$ cat config.mk
export PLATFORM = sky130hd
export DESIGN_NAME = qspi_target_flat
export DESIGN_NICKNAME = d
export VERILOG_FILES = /design/src/rtl/qspi_target_pkg.sv /design/src/rtl/qspi_target_if.sv /design/src/rtl/qspi_target_sync.sv /design/src/rtl/qspi_target.sv /design/src/flat_wrapper.sv
export SDC_FILE = /design/constraint.sdc
export NUM_CORES = 1
export LEC_CHECK = 0
export BUFFER_PORTS_ARGS = -buffer_cell sky130_fd_sc_hd__buf_4
export CAP_MARGIN = 25
export CORE_MARGIN = 3
export CORE_UTILIZATION = 40
export DETAILED_ROUTE_END_ITERATION = 12
export PLACE_DENSITY = 0.54
export SLEW_MARGIN = 15
export SYNTH_ARGS = -nofsm -noshare
export SYNTH_HDL_FRONTEND = slang
export SYNTH_HIERARCHICAL = 1
export SYNTH_SLANG_ARGS = --single-unit
$ cat constraint.sdc
create_clock -name clk_i -period 2.6 [get_ports clk_i]
set_clock_uncertainty 0.1 [all_clocks]
set_input_delay 0.13 -clock clk_i [delete_from_list [all_inputs] [get_ports clk_i]]
set_output_delay 0.13 -clock clk_i [all_outputs]
set_load 0.02 [all_outputs]
$ cat src/rtl/qspi_target_pkg.sv
// qspi_pkg: shared types and command codes for the quad-SPI target.
//  qspi_tgt_state_t - top-level FSM states
//  CMD_*            - recognised command bytes
package qspi_pkg;

  typedef enum logic [2:0] {
    IDLE, CMD, ADDR, DUMMY, RDATA, WDATA, STATUS, IGNORE
  } qspi_tgt_state_t;

  localparam logic [7:0] CMD_QREAD  = 8'hEB;
  localparam logic [7:0] CMD_QWRITE = 8'h38;
  localparam logic [7:0] CMD_STATUS = 8'h05;

endpackage

$ cat src/rtl/qspi_target_if.sv
// qspi_target_if: simple word bus between the QSPI target and memory.
//  master : target side (drives req_o/we_o/addr_o/wdata_o, takes gnt_i/rvalid_i/rdata_i)
//  slave  : memory side
interface qspi_target_if;
  logic        req_o;
  logic        we_o;
  logic [23:0] addr_o;
  logic [31:0] wdata_o;
  logic        gnt_i;
  logic        rvalid_i;
  logic [31:0] rdata_i;

  modport master (output req_o, we_o, addr_o, wdata_o, input gnt_i, rvalid_i, rdata_i);
  modport slave  (input req_o, we_o, addr_o, wdata_o, output gnt_i, rvalid_i, rdata_i);
endinterface

$ cat src/rtl/qspi_target_sync.sv
// qspi_target_sync: brings sclk_i/cs_i/sd_i into the clk_i domain and
// produces one-cycle edge pulses.
//  in : clk_i, rst_i (sync, active-high), sclk_i, cs_i, sd_i[3:0]
//  out: sclk_rise/sclk_fall, cs_fall/cs_rise pulses, cs_s level, sd_s nibble
module qspi_target_sync #(
  parameter int SYNC_STAGES = 2
) (
  input  logic       clk_i,
  input  logic       rst_i,
  input  logic       sclk_i,
  input  logic       cs_i,
  input  logic [3:0] sd_i,
  output logic       sclk_rise,
  output logic       sclk_fall,
  output logic       cs_fall,
  output logic       cs_rise,
  output logic       cs_s,
  output logic [3:0] sd_s
);

  logic [SYNC_STAGES-1:0]      sclk_q, cs_q;
  logic [SYNC_STAGES-1:0][3:0] sd_q;
  logic                        sclk_d, cs_d;

  // cs chain resets low: a frame already in progress when reset drops must
  // not produce a fall pulse, only a genuine later fall starts a transaction.
  always_ff @(posedge clk_i) begin
    if (rst_i) begin
      sclk_q <= '0;
      cs_q   <= '0;
      sd_q   <= '0;
      sclk_d <= 1'b0;
      cs_d   <= 1'b0;
    end else begin
      sclk_q <= {sclk_q[SYNC_STAGES-2:0], sclk_i};
      cs_q   <= {cs_q[SYNC_STAGES-2:0], cs_i};
      sd_q   <= {sd_q[SYNC_STAGES-2:0], sd_i};
      sclk_d <= sclk_q[SYNC_STAGES-1];
      cs_d   <= cs_q[SYNC_STAGES-1];
    end
  end

  assign sclk_rise = sclk_q[SYNC_STAGES-1] & ~sclk_d;
  assign sclk_fall = ~sclk_q[SYNC_STAGES-1] & sclk_d;
  assign cs_fall   = ~cs_q[SYNC_STAGES-1] & cs_d;
  assign cs_rise   = cs_q[SYNC_STAGES-1] & ~cs_d;
  assign cs_s      = cs_q[SYNC_STAGES-1];
  assign sd_s      = sd_q[SYNC_STAGES-1];

endmodule

$ cat src/rtl/qspi_target.sv
// qspi_target: quad-SPI responder bridging SPI frames onto a word bus.
//  clk_i, rst_i (sync, active-high)
//  sclk_i, cs_i, sd_i[3:0]  : SPI pins from the master (mode 0)
//  sd_o[3:0], sd_oe[3:0]    : SPI data out and per-lane enable
//  err_o                    : sticky error, cleared by a status read
//  bus                      : word bus (master modport)
module qspi_target
  import qspi_pkg::*;
#(
  parameter int DUMMY_CYCLES = 8,
  parameter int SYNC_STAGES  = 2
) (
  input  logic          clk_i,
  input  logic          rst_i,
  input  logic          sclk_i,
  input  logic          cs_i,
  input  logic [3:0]    sd_i,
  output logic [3:0]    sd_o,
  output logic [3:0]    sd_oe,
  output logic          err_o,
  qspi_target_if.master bus
);

  localparam logic [4:0] DUMMY_LAST = 5'(DUMMY_CYCLES - 1);

  logic            sclk_rise, sclk_fall, cs_fall, cs_rise, cs_s;
  logic [3:0]      sd_s;
  qspi_tgt_state_t state, state_n;
  logic [4:0]      cnt;
  logic [27:0]     sh_rx;
  logic [31:0]     nib_word, tx_sh, tx_buf, wdata_q, word_in;
  logic [23:0]     addr_q, baddr_q;
  logic [3:0]      sd_q;
  logic            is_wr, oe_q, err_q, req_q, we_q, rd_pend, buf_vld;
  logic            cs_idle, rise, fall, rd_hit, word_rdy;

  qspi_target_sync #(.SYNC_STAGES(SYNC_STAGES)) u_sync (
    .clk_i(clk_i), .rst_i(rst_i), .sclk_i(sclk_i), .cs_i(cs_i), .sd_i(sd_i),
    .sclk_rise(sclk_rise), .sclk_fall(sclk_fall), .cs_fall(cs_fall),
    .cs_rise(cs_rise), .cs_s(cs_s), .sd_s(sd_s)
  );

  // cs high masks sclk edges in the same sample: cs wins, nibble dropped.
  assign cs_idle  = cs_s | cs_rise;
  assign rise     = sclk_rise & ~cs_idle;
  assign fall     = sclk_fall & ~cs_idle;
  assign nib_word = {sh_rx, sd_s};
  assign rd_hit   = bus.rvalid_i & rd_pend;
  assign word_rdy = buf_vld | rd_hit;
  assign word_in  = buf_vld ? tx_buf : bus.rdata_i;

  always_ff @(posedge clk_i) begin
    if (rst_i) state <= IDLE;
    else       state <= state_n;
  end

  always_comb begin
    state_n = state;
    if (cs_idle) state_n = IDLE;
    else begin
      case (state)
        IDLE:  if (cs_fall) state_n = CMD;
        CMD:   if (rise && cnt == 5'd1) begin
                 case (nib_word[7:0])
                   CMD_QREAD, CMD_QWRITE: state_n = ADDR;
                   CMD_STATUS:            state_n = STATUS;
                   default:               state_n = IGNORE;
                 endcase
               end
        ADDR:  if (rise && cnt == 5'd5) state_n = is_wr ? WDATA : DUMMY;
        DUMMY: if (rise && cnt == DUMMY_LAST) state_n = RDATA;
        default: state_n = state;
      endcase
    end
  end

  always_ff @(posedge clk_i) begin
    if (rst_i) begin
      cnt <= '0; sh_rx <= '0; tx_sh <= '0; tx_buf <= '0; wdata_q <= '0;
      addr_q <= '0; baddr_q <= '0; sd_q <= '0; is_wr <= 1'b0; oe_q <= 1'b0;
      err_q <= 1'b0; req_q <= 1'b0; we_q <= 1'b0; rd_pend <= 1'b0; buf_vld <= 1'b0;
    end else begin
      // Bus side runs regardless of SPI state so in-flight requests complete.
      if (bus.gnt_i) req_q <= 1'b0;
      if (rd_hit) begin
        rd_pend <= 1'b0;
        tx_buf  <= bus.rdata_i;
        buf_vld <= 1'b1;
      end
      if (cs_idle) begin
        cnt  <= '0;
        oe_q <= 1'b0;
      end else begin
        case (state)
          IDLE: cnt <= '0;
          CMD: if (rise) begin
            sh_rx <= nib_word[27:0];
            cnt   <= cnt + 5'd1;
            if (cnt == 5'd1) begin
              cnt   <= '0;
              is_wr <= (nib_word[7:0] == CMD_QWRITE);
              if (!(nib_word[7:0] inside {CMD_QREAD, CMD_QWRITE, CMD_STATUS})) err_q <= 1'b1;
            end
          end
          ADDR: if (rise) begin
            sh_rx <= nib_word[27:0];
            cnt   <= cnt + 5'd1;
            if (cnt == 5'd5) begin
              cnt    <= '0;
              addr_q <= {nib_word[23:2], 2'b00};
              if (!is_wr) begin
                req_q   <= 1'b1;
                we_q    <= 1'b0;
                baddr_q <= {nib_word[23:2], 2'b00};
                rd_pend <= 1'b1;
                buf_vld <= 1'b0;
              end
            end
          end
          DUMMY: if (rise) begin
            cnt <= cnt + 5'd1;
            if (cnt == DUMMY_LAST) begin
              cnt     <= '0;
              tx_sh   <= word_rdy ? word_in : 32'h0;
              buf_vld <= 1'b0;
              if (!word_rdy) err_q <= 1'b1;
            end
          end
          RDATA: begin
            if (fall) begin
              oe_q  <= 1'b1;
              sd_q  <= tx_sh[31:28];
              tx_sh <= {tx_sh[27:0], 4'h0};
            end
            if (rise) begin
              cnt <= cnt + 5'd1;
              // First rise of a word: fetch the following word.
              if (cnt == 5'd0) begin
                addr_q  <= addr_q + 24'd4;
                req_q   <= 1'b1;
                we_q    <= 1'b0;
                baddr_q <= addr_q + 24'd4;
                rd_pend <= 1'b1;
                buf_vld <= 1'b0;
              end
              if (cnt == 5'd7) begin
                cnt     <= '0;
                tx_sh   <= word_rdy ? word_in : 32'h0;
                buf_vld <= 1'b0;
                if (!word_rdy) err_q <= 1'b1;
              end
            end
          end
          WDATA: if (rise) begin
            sh_rx <= nib_word[27:0];
            cnt   <= cnt + 5'd1;
            if (cnt == 5'd7) begin
              cnt <= '0;
              if (req_q && !bus.gnt_i) err_q <= 1'b1;
              else begin
                req_q   <= 1'b1;
                we_q    <= 1'b1;
                wdata_q <= nib_word;
                baddr_q <= addr_q;
                addr_q  <= addr_q + 24'd4;
              end
            end
          end
          STATUS: if (fall) begin
            oe_q <= 1'b1;
            sd_q <= cnt[0] ? {2'b00, err_q, req_q} : 4'h0;
            cnt  <= {4'b0, ~cnt[0]};
            if (cnt[0]) err_q <= 1'b0;
          end
          default: ;
        endcase
      end
    end
  end

  always_comb begin
    sd_oe = 4'h0;
    if ((state == RDATA || state == STATUS) && oe_q) sd_oe = 4'hF;
  end

  assign sd_o        = sd_q;
  assign err_o       = err_q;
  assign bus.req_o   = req_q;
  assign bus.we_o    = we_q;
  assign bus.addr_o  = baddr_q;
  assign bus.wdata_o = wdata_q;

endmodule
$ cat src/flat_wrapper.sv
// flat-port wrapper written by rule: the top's interface ports become plain ports
module qspi_target_flat import qspi_pkg::*;
#(
  parameter int DUMMY_CYCLES = 8,
  parameter int SYNC_STAGES  = 2
)
  (clk_i, rst_i, sclk_i, cs_i, sd_i, sd_o, sd_oe, err_o, bus_req_o, bus_we_o, bus_addr_o, bus_wdata_o, bus_gnt_i, bus_rvalid_i, bus_rdata_i);
  qspi_target_if bus_i ();
  input  logic clk_i;
  input  logic rst_i;
  input  logic sclk_i;
  input  logic cs_i;
  input  logic [3:0] sd_i;
  output logic [3:0] sd_o;
  output logic [3:0] sd_oe;
  output logic err_o;
  output wire logic [$bits(bus_i.req_o)-1:0] bus_req_o;
  output wire logic [$bits(bus_i.we_o)-1:0] bus_we_o;
  output wire logic [$bits(bus_i.addr_o)-1:0] bus_addr_o;
  output wire logic [$bits(bus_i.wdata_o)-1:0] bus_wdata_o;
  input wire logic [$bits(bus_i.gnt_i)-1:0] bus_gnt_i;
  input wire logic [$bits(bus_i.rvalid_i)-1:0] bus_rvalid_i;
  input wire logic [$bits(bus_i.rdata_i)-1:0] bus_rdata_i;
  assign bus_req_o = bus_i.req_o;
  assign bus_we_o = bus_i.we_o;
  assign bus_addr_o = bus_i.addr_o;
  assign bus_wdata_o = bus_i.wdata_o;
  assign bus_i.gnt_i = bus_gnt_i;
  assign bus_i.rvalid_i = bus_rvalid_i;
  assign bus_i.rdata_i = bus_rdata_i;
  qspi_target #(.DUMMY_CYCLES(DUMMY_CYCLES), .SYNC_STAGES(SYNC_STAGES)) u_core (.clk_i(clk_i), .rst_i(rst_i), .sclk_i(sclk_i), .cs_i(cs_i), .sd_i(sd_i), .sd_o(sd_o), .sd_oe(sd_oe), .err_o(err_o), .bus(bus_i));
endmodule
Yosys cells after proc, flatten, opt, wreduce, memory -nomap -nowiden --
Index checks and enable logic that the tools add are counted.
Cells by class: $add $sub $neg 2, equal/unequal tests 37, multiplexer cells 94, bitwise operators 16, reductions and logical operators 33
Operators with widths (number):
- 24-bit two-way mux | 13
- 32-bit two-way mux | 7
- 24-bit case mux with 3 select lines | 2
- 32-bit case mux with 2 select lines | 1
- 1-bit two-way mux | 46
- 2-bit by 1-bit inequality test with 1-bit output (second input constant) | 21
- 5-bit two-way mux | 7
- 5-bit case mux with 5 select lines | 1
- 24-bit by 3-bit adder with 24-bit output (second input constant) | 1
- 3-bit two-way mux | 5
- 5-bit AND reduction | 3
- 13-bit AND reduction | 1
- 4-bit two-way mux | 3
- 3-bit case mux with 4 select lines | 1
- 4-bit AND reduction | 3
- 5-bit by 3-bit equality test with 1-bit output (second input constant) | 2
- 10-bit AND reduction | 1
- 3-bit equality test (second input constant) | 3
- 1-bit case mux with 3 select lines | 3
- 9-bit AND reduction | 1
- 8-bit by 3-bit equality test with 1-bit output (second input constant) | 1
- 8-bit by 6-bit equality test with 1-bit output (second input constant) | 1
- 8-bit equality test (second input constant) | 1
- 2-bit inequality test (second input constant) | 4
- other kinds (25) | 50
Storage, ports and cells: register bits 205, bits of input ports 42, output and inout bits 67, word-level logic and storage cells 204

Logic depth before layout (Yosys ltp) --
word-level depth 9, mapped depth 9, depth with buffers taken out 7

Cells and area by module --
The synthesis kept the hierarchy.
Modules (own cells, without submodules):
- qspi_target | times used 1, cells an instance 1210, area an instance 9332.7 um^2, sequential area each 3763.6 um^2
- qspi_target_sync | times used 1, cells an instance 37, area an instance 462.9 um^2, sequential area each 280.3 um^2

Worst setup path after synthesis --
No wires, ideal clock.
path type reg2reg, from reg u_core.cnt[0], to reg u_core.addr_q[10], setup time 0.134 ns, arrival 1.999 ns, data required time 2.366 ns, slack 0.367 ns, cell stages (with the launch flop) 8, buffers on the path 1, clock period less this slack 2.233 ns, path through dfxtp_1 > ha_1 > nor4bb_4 > and3_1 > o31ai_4 > buf_2 > o311ai_0 > o31ai_1
On the way: longest elaborated chain between the ends 3, elaborated cells between the ends (all ways) 7, classes of those cells eq/ne: 5; reduce/logical: 2
Ends and longest elaborated chain:
- start, declared | RTL line qspi_target.sv:29 | logic [4:0] cnt;
- start signal, assigned | RTL line qspi_target.sv:98 | cnt <= cnt + 5'd1;
- start signal, assigned | RTL line qspi_target.sv:107 | cnt <= cnt + 5'd1;
- start signal, assigned | RTL line qspi_target.sv:121 | cnt <= cnt + 5'd1;
- 5-bit by 3-bit equality test with 1-bit output (tied with other cells) | RTL line qspi_target.sv:157 | if (cnt == 5'd7) begin
- 2-bit by 1-bit inequality test with 1-bit output (no source line)
- 9-bit AND reduction (no source line) *
- end signal, assigned | RTL line qspi_target.sv:110 | addr_q <= {nib_word[23:2], 2'b00};
- end signal, assigned | RTL line qspi_target.sv:139 | addr_q <= addr_q + 24'd4;
- end signal, assigned | RTL line qspi_target.sv:165 | addr_q <= addr_q + 24'd4;
- end, declared | RTL line qspi_target.sv:32 | logic [23:0] addr_q, baddr_q;
Every way passes the cells marked *; elsewhere a longest branch is shown, timed or not. A chain may end at the register's enable or synchronous reset.

Worst setup path in the final report --
from reg u_core.u_sync.cs_q[1], to reg u_core.baddr_q[20] (netlist: u_core/bus.addr_o[20])
On the way: longest elaborated chain between the ends 6, elaborated cells between the ends (all ways) 8, classes of those cells eq/ne: 3; bitwise: 4; reduce/logical: 1
Ends and longest elaborated chain:
- start, declared | RTL line qspi_target_sync.sv:21 | logic [SYNC_STAGES-1:0] sclk_q, cs_q;
- start signal, assigned | RTL line qspi_target_sync.sv:36 | cs_q <= {cs_q[SYNC_STAGES-2:0], cs_i};
- 1-bit AND * | RTL line qspi_target_sync.sv:46 | assign cs_rise = cs_q[SYNC_STAGES-1] & ~cs_d;
- named net u_core.cs_rise | RTL line qspi_target.sv:26 | logic sclk_rise, sclk_fall, cs_fall, cs_rise, cs_s;
- 1-bit bitwise OR * | RTL line qspi_target.sv:44 | assign cs_idle = cs_s | cs_rise;
- 1-bit inverter (no source line) *
- 1-bit AND | RTL line qspi_target.sv:45 | assign rise = sclk_rise & ~cs_idle;
- 2-bit by 1-bit inequality test with 1-bit output (no source line)
- 10-bit AND reduction (no source line) *
- end signal, assigned | RTL line qspi_target.sv:114 | baddr_q <= {nib_word[23:2], 2'b00};
- end signal, assigned | RTL line qspi_target.sv:142 | baddr_q <= addr_q + 24'd4;
- end signal, assigned | RTL line qspi_target.sv:164 | baddr_q <= addr_q;
- end, declared | RTL line qspi_target.sv:32
The timed path passes the listed nets; every way through them passes the cells marked *.

==> results.rst <==
.. list-table::
   :header-rows: 1

   * - Metric
     - Value
   * - Tightest slew margin relative to the limit
     - 53.51%
   * - Syn_nets
     - ~1300
   * - Overall routed net length
     - about 30000 µm
   * - Critical path start-end classification
     - reg -> reg
   * - Power share of the combinational group
     - about 3.7%
   * - Final net count
     - 1412
   * - Count of clock tree sinks
     - just over 200
   * - Share of final-layout standard cells stronger than drive strength 1
     - 17.15%
   * - Switching component of the power
     - 1.446 mW
   * - Gate count after technology mapping
     - 1247
   * - Startpoint of the lowest-slack hold path
     - bus_gnt_i
   * - Most common library cell in the layout ignoring fill and taps
     - sky130_fd_sc_hd__nand2_1
   * - Number of antenna cells inserted
     - 0
   * - Worst hold path type
     - in -> reg
   * - Total die area
     - between 20000 and 30000 µm²
   * - EDFF count, synth
     - 0
   * - Starting density of the core
     - 41.24%
   * - Count of buffers inserted at the top-level ports
     - approximately 110
   * - Worst path required time
     - 2.93 ns
   * - Number of setup violations in the final report
     - 0
   * - Post-cts gate resize count
     - 0
   * - Number of filler cells placed in the layout
     - 2329
   * - Biggest area contributors in the synthesized netlist
     - sky130_fd_sc_hd__dfxtp_1 (41%), sky130_fd_sc_hd__nand2_1 (10%), sky130_fd_sc_hd__a21oi_1 (9.1%)
   * - Mapped Avg Cell Area
     - 7.855 µm²
   * - Cell taking the most area after synthesis
     - sky130_fd_sc_hd__dfxtp_1
   * - Final Instance Area
     - about 12000 µm²
   * - Category of the worst setup path launch point
     - flip-flop
   * - Internal power
     - ~5.3 mW
   * - Worst hold margin
     - ~0.026 ns
   * - Number of different library cells in the post-synthesis netlist
     - between 80 and 90
   * - Crit end category
     - flip-flop
   * - Proportion of synthesized chip area in sequential cells
     - 41.28%
   * - Total Power
     - between 6 and 7 mW
   * - Number of placement rows
     - 56
   * - Origin of the worst setup path
     - u_core/u_sync/cs_q[1]
   * - Antenna violation net count after detailed routing
     - 0
   * - Overall die width
     - roughly 160 µm
   * - Worst reg2reg startpoint
     - u_core/u_sync/cs_q[1]
   * - Clock latency on the worst-skew pair
     - roughly 0.5 ns
   * - Drt via density
     - ~5.5
   * - Number of ports placed on the die boundary
     - 109
   * - Count of placed standard cells including taps
     - between 1500 and 2000
   * - Worst-case reg-to-reg path depth
     - 6
   * - Clock tree from TritonCTS
     - built
   * - Initial antenna violation count
     - 0
   * - Switching portion of total power
     - a little over a fifth
   * - Area of the mapped netlist
     - between 9000 and 10000 µm²
   * - Portion of the clock cycle consumed by the worst path in the final layout
     - 92.03%
   * - Remaining routing DRC violations
     - 0
   * - Endpoint arrival time on the critical path
     - approximately 2.7 ns
   * - Fraction of power consumed by the clock network
     - 50.4%
   * - Clock slew seen by the registers of the worst setup and hold paths
     - about 0.07 ns
   * - Area growth from synthesis to layout
     - 25.16%
   * - Maximum fanout along the worst path
     - 7
   * - Final critical path time including I/O delays and setup
     - 2.393 ns
   * - Post-synthesis async set-or-reset flop share
     - 0%
   * - Ratio of total power to cell area
     - between 500 and 600 nW/µm²
   * - Number of warnings printed during yosys synthesis
     - 6
   * - Max Cap Viol
     - 0
   * - Maximum operating frequency
     - roughly 420 MHz
   * - Vias in the first global route
     - between 9000 and 10000
   * - Combined global-route utilization of all metal layers
     - ~22%
   * - Commonest cells after routing, fill and taps aside
     - sky130_fd_sc_hd__nand2_1 (273), sky130_fd_sc_hd__dfxtp_1 (201), sky130_fd_sc_hd__a21oi_1 (178)
   * - Drt initial violations
     - between 700 and 800
   * - GPL Wtd Cong
     - 0.8571
   * - Max VDD drop
     - approximately 0.53 mV
   * - Pleak
     - between 4 and 5 nW
   * - Pin slew with the least headroom to its limit
     - 0.6974 ns
   * - Leading register cell type out of synthesis
     - sky130_fd_sc_hd__dfxtp_1
   * - Count of state elements after synthesis
     - roughly 200
   * - Number of cells traversed by the worst hold path
     - 3
   * - Power share of the sequential group
     - between 40% and 50%
   * - Num CTS Buffers
     - 23
   * - Hold violation count in the final report
     - 0
   * - Placed cell areas
     - 10880 µm²
   * - Longest Clk Path Bufs
     - 3
   * - Top cell type's share of synthesized area
     - approximately two fifths
   * - Mean routed wirelength per cell
     - 17.73 µm
   * - Total overflow reported by the global router
     - 0
   * - HPWL reported at the end of detailed placement
     - about 19000 µm
   * - Final cell count without fillers
     - between 1500 and 2000
   * - Buffer type at the clock tree root
     - sky130_fd_sc_hd__clkbuf_16
   * - Global-route wire length before repair
     - roughly 49000 µm
   * - Vias after detailed routing
     - around 9400
   * - Pins over their slew limit
     - 0
   * - Status
     - finished clean
   * - Die extent in y
     - ~160 µm
   * - Unrepaired setup endpoints after global routing
     - false
   * - 1st-pass router iterations
     - 5
   * - H-tree Lvls
     - 1
   * - Sum of negative setup slack
     - 0 ns
   * - Maximum number of pins on one net before global-route repair
     - 57
   * - Core ar.
     - ~24000 µm²
-- cell families (layout without fill, tap and decap cells) --
| logic type | after synthesis | in the layout | synth area share [%] |
|---|---|---|---|
| simple gates | 482 | 482 | 24.41 |
| mux | 3 | 3 | 0.3066 |
| xor+xnor | 15 | 15 | 1.341 |
| compound gates | 407 | 407 | 25.85 |
| fa+ha+maj | 4 | 4 | 0.5109 |
| buf+inv | 134 | 269 | 6.297 |
| flops | 202 | 202 | 41.28 |
-- routing by layer --
metal	up-vias	wire length (µm)	part of all wire (%)	track usage [%]
met2	217	13980	46	36.95
met4	0	711	2.4	5.273
met1	4404	14110	47	31.51
met3	41	1358	4.5	2.976
met5	-	0	0	0
li1	4699	-	-	-
-- cell type report --
class	count	area [µm²]	share of cell area (%)
timing repair buffer	216	1821	14.85
tap	319	399.1	3.255
multi-input combinational	911	5149	41.99
clock inverter	9	122.6	1.000
clock buffer	32	679.4	5.541
inverter	12	45.04	0.3674
sequential	202	4045	32.99
-- what timing repair did --
item,CTS,global route
hold buffers,58,0
endpoints found under the hold margin,67,0
buffers inserted,0,0
-- through the flow --
step	setup WS (ns)	utilization (%)
after floorplan	0.3665	-
after global placement	0.2695	45.80
after detailed placement	0.2353	45.80
after CTS	0.2130	51.62
after global routing	0.03036	51.62
final	0.2072	51.62
-- worst max-delay path, stage by stage (launching register included) --
cell                       delay, ns
sky130_fd_sc_hd__dfxtp_1        0.36
sky130_fd_sc_hd__nor2b_1        0.21
sky130_fd_sc_hd__or3b_4         0.44
sky130_fd_sc_hd__o31a_1         0.31
sky130_fd_sc_hd__nor2b_1        0.28
sky130_fd_sc_hd__nand4_1        0.33
sky130_fd_sc_hd__o221ai_1       0.29
-- power groups by stage --
stage | clock [mW] | sequential, mW | combinational [mW]
2_1_floorplan | 0 | 3.18 | 0.107
3_3_place_gp | 0 | 3.18 | 0.198
3_5_place_dp | 0 | 3.18 | 0.196
4_1_cts | 3.50 | 3.11 | 0.250
5_1_grt | 3.63 | 3.11 | 0.270
6_report | 3.42 | 3.11 | 0.250
-- state kept, by name, indices dropped and copies added (netlist names), 2 cells and up --
signal                count
u_core/addr_q            22
u_core/bus.addr_o        23
u_core/bus.wdata_o       32
u_core/cnt                5
u_core/sd_o               4
u_core/sh_rx             28
u_core/state              3
u_core/tx_buf            32
u_core/tx_sh             32
u_core/u_sync/cs_q        2
u_core/u_sync/sclk_q      2
u_core/u_sync/sd_q        4
u_core/u_sync/sd_s        4
-- cells in the mapped netlist, types with 12 or more instances --
library cell and instances:
sky130_fd_sc_hd__a21oi_1 178, sky130_fd_sc_hd__o211ai_1 21, sky130_fd_sc_hd__nand2_1 273, sky130_fd_sc_hd__buf_4 14, sky130_fd_sc_hd__nor2_1 36, sky130_fd_sc_hd__nor2b_1 12
sky130_fd_sc_hd__o21ai_0 69, sky130_fd_sc_hd__o22ai_1 14, sky130_fd_sc_hd__o2111ai_1 23, sky130_fd_sc_hd__buf_2 24, sky130_fd_sc_hd__nand4_1 15, sky130_fd_sc_hd__o31ai_1 15
sky130_fd_sc_hd__clkbuf_1 72, sky130_fd_sc_hd__nor3_1 19, sky130_fd_sc_hd__nand3_1 29, sky130_fd_sc_hd__dfxtp_1 202
-- path summary, 6_finish.rpt --
check | endpoint | slack, ns
max | u_core/bus.addr_o[20] | 0.21
min | u_core/bus.req_o | 0.03
max reg2reg | u_core/bus.addr_o[20] | 0.21
min reg2reg | u_core/u_sync/sd_s[0] | 0.33
(Power assumes the default switching activity.)
